## src/rtl/load_register_pkg.sv

```systemverilog
// Shared datapath register constants: default width and reset value used by
// every architectural register instance.
package load_register_pkg;

  localparam int unsigned DATA_WIDTH = 8;
  localparam int unsigned MAX_WIDTH  = 64;

  localparam logic [DATA_WIDTH-1:0] DEFAULT_RESET_VALUE = DATA_WIDTH'(0);

endpackage : load_register_pkg

```

## src/rtl/load_register.sv

```systemverilog
// Parallel-load storage register with async active-low reset, synchronous
// clear (priority over load) and a "loaded since reset/clear" flag.
module load_register
  import load_register_pkg::*;
#(
  parameter int unsigned     WIDTH       = DATA_WIDTH,
  parameter logic [WIDTH-1:0] RESET_VALUE = WIDTH'(DEFAULT_RESET_VALUE)
) (
  input  logic             clk,
  input  logic             reset,
  input  logic             load,
  input  logic             clear,
  input  logic [WIDTH-1:0] d_in,
  output logic [WIDTH-1:0] q_out,
  output logic             q_valid
);

  // Clear beats load; d_in is only sampled when load is high.
  always_ff @(posedge clk or negedge reset) begin
    if (!reset) begin
      q_out   <= RESET_VALUE;
      q_valid <= 1'b0;
    end else if (clear) begin
      q_out   <= RESET_VALUE;
      q_valid <= 1'b0;
    end else if (load) begin
      q_out   <= d_in;
      q_valid <= 1'b1;
    end
  end

endmodule : load_register

```

## config.mk

```make
export PLATFORM = sky130hd
export DESIGN_NAME = load_register
export DESIGN_NICKNAME = d
export VERILOG_FILES = /design/src/rtl/load_register_pkg.sv /design/src/rtl/load_register.sv
export SDC_FILE = /design/constraint.sdc
export NUM_CORES = 1
export LEC_CHECK = 0
export BUFFER_PORTS_ARGS = -buffer_cell sky130_fd_sc_hd__buf_2
export CORE_AREA = 3 3 40 42
export CTS_BUF_LIST = sky130_fd_sc_hd__clkbuf_4
export DETAILED_ROUTE_END_ITERATION = 7
export DIE_AREA = 0 0 43 45
export PLACE_DENSITY = 0.57
export REMOVE_ABC_BUFFERS = 1
export SETUP_SLACK_MARGIN = 0.02
export SLEW_MARGIN = 5
export SYNTH_ARGS = -nofsm -noshare
export SYNTH_HDL_FRONTEND = slang
export SYNTH_SLANG_ARGS = --single-unit
```

## constraint.sdc

```tcl
create_clock -name clk -period 1.4 [get_ports clk]
set_clock_uncertainty 0.1 [all_clocks]
set_input_delay 0.07 -clock clk [delete_from_list [all_inputs] [get_ports clk]]
set_output_delay 0.07 -clock clk [all_outputs]
set_load 0.02 [all_outputs]
```

==> metrics.yaml <==
post-route-period-util: 0.691
ir_drop_uv: 354
tightest_slew_ps: 247
clock_latency_ps: 250
yosysWarnings: 0
diodes: 0
rows: 13
p_per_area_nw_per_um2: 1020
io_buffers: 20
grtUsageTotal: 0.106
hp-class: "in -> async"
min_period_ps: 967
ant_nets: 0
grt_first_pass_wirelength_um: 1430
path_buf_inv: 1
cts.clk_slew.worst_paths_ps: 60
syn_to_final_growth_pct: 65.4
grt_pass1_vias: 322
ctsHtreeMaxLevel: 1
synthDistinctLibCells: 5
cts_setup_buffers: 0
die_y_um: 45
tns_ps: 0
rsz0062_at_grt: "false"
r2r_slack_ps: 620
synth_area_um2: 358
power.internal_uw: 457
final_util: 0.461
drive_gt1_frac: 0.393
drv_slew: 0
rr_worst_depth: 2
worstPathArrival_ps: 800
drc: 0
synth_edf_count: 0
yosysSeqAreaShare: 0.629
swShare: 0.244
synth_commonest_cells: "nor2_1, dfrtp_1, mux2i_1"
avgSynthCellArea_um2: 12.3
placed_area_um2: 462
num_io_pins: 21
path_class: "reg -> out"
fmax_ghz: 1.03
p_leak_uw: 0.000332
finalHoldViolations: 0
cts_buffers: 3
status: "complete, no violations"
reg2reg_from: "q_out[5]$_DFFE_PN0P_"
drt_iter0_markers: 2
fin_nets: 74
wire_per_inst_um: 11.5
ys.flop_type: "dfrtp_1"
pwr-share-comb: 0.178
async_flop_share: 1.00
synth_top_area_share: 0.629
crit_fanout: 2
netSwitchingPower_uw: 148
cts-root-buf: "clkbuf_4"
crit_start: "q_out[6]$_DFFE_PN0P_"
p_seq_frac: 0.467
vias: 315
slowest_delay_ps: 380
synthMostInstantiatedCell: "nor2_1"
drv_cap: 0
yosys.area.top_type: "dfrtp_1"
yosys_register_bits: 9
power.clock.fraction: 0.355
endpoint_kind: "output port"
initial_utilization: 0.278
die_w_um: 43
antenna_found_initial: 0
synth_area_leaders: "dfrtp_1, mux2i_1, nor2_1, buf_6, clkbuf_1"
worstSetupStartpointType: "register"
grt_max_degree: 10
firstDrtPassIters: 2
final_area_um2: 592
clkSinkCount: 9
path_cells: "buf_2"
maxSlewHeadroom: 0.835
setup_viol: 0
core_um2: 1280
cts_tree: "built"
via_per_inst: 4.14
routed_wl_um: 874
netlist_instances: 29
timing.rr.end: "q_out[5]$_DFFE_PN0P_"
crit_slowest_cell: "dfrtp_1"
gp_congestion: 0.621
dieArea_um2: 1940
required_ps: 1230
overflow: 0
clockBufferDepth: 2
critical-path-top-delay-family: "flip-flops"
per-layer routing:
metal / GRT usage / up-vias / part of all wire
met2: 0.159 / 11 / 0.50
met1: 0.122 / 143 / 0.41
met5: 0 / - / 0
li1: - / 159 / -
met4: 0.0904 / 0 / 0.010
met3: 0.0359 / 2 / 0.074
power groups by stage:
stage / Sequential (uW) / Clock [uW] / Combinational [uW]
6_report: 282 / 215 / 107
5_1_grt: 283 / 247 / 117
4_1_cts: 282 / 225 / 109
3_5_place_dp: 287 / 0 / 87.1
3_3_place_gp: 287 / 0 / 86.4
2_1_floorplan: 306 / 0 / 21.2
what timing repair did:
action / 4_1_cts / 5_1_grt
gates resized for setup: 0 / 0
hold buffers: 10 / 0
endpoints found under the hold margin: 18 / 0
setup endpoints to repair: 0 / 0
worst max-delay path by stage:
stage                                       to  slack (ps)  cells after the start
after floorplan           q_out[0]$_DFFE_PN0P_         570                      2
after global placement    q_out[1]$_DFFE_PN0P_         590                      3
after detailed placement  q_out[5]$_DFFE_PN0P_         580                      3
after CTS                             q_out[6]         420                      1
after global routing                  q_out[6]         380                      1
final                                 q_out[6]         430                      1
flip-flops by register name, summed over array words and instances (netlist names):
signal   cells
q_out        8
q_valid      1
through the flow:
step	std cells	setup WS (ps)	hold WS (ps)	total power, uW
3_3_place_gp	62	595	-168	373
2_1_floorplan	27	569	-326	327
3_5_place_dp	62	584	-166	374
5_1_grt	76	385	99.7	648
6_report	76	433	97.9	605
4_1_cts	76	421	87.3	616
logic make-up after synthesis:
logic type,after synthesis,synth area share
buffers and inverters,2,0.0419
DFF,9,0.629
muxes,8,0.224
and+or+nand+nor,10,0.105
cell usage in the layout, fill, tap and decap left out:
master and instances:
buf_2 20, nor2_1 10, dlygate4sd3_1 10, dfrtp_1 9, mux2i_1 8, clkbuf_4 4
layout make-up:
cell class	count	area, um2
timing repair buffer	30	200
multi-input combinational	18	118
tap	15	18.8
fill	129	693
sequential	9	225
clock buffer	4	30.0
No activity file was read; power rests on OpenSTA's default activity.
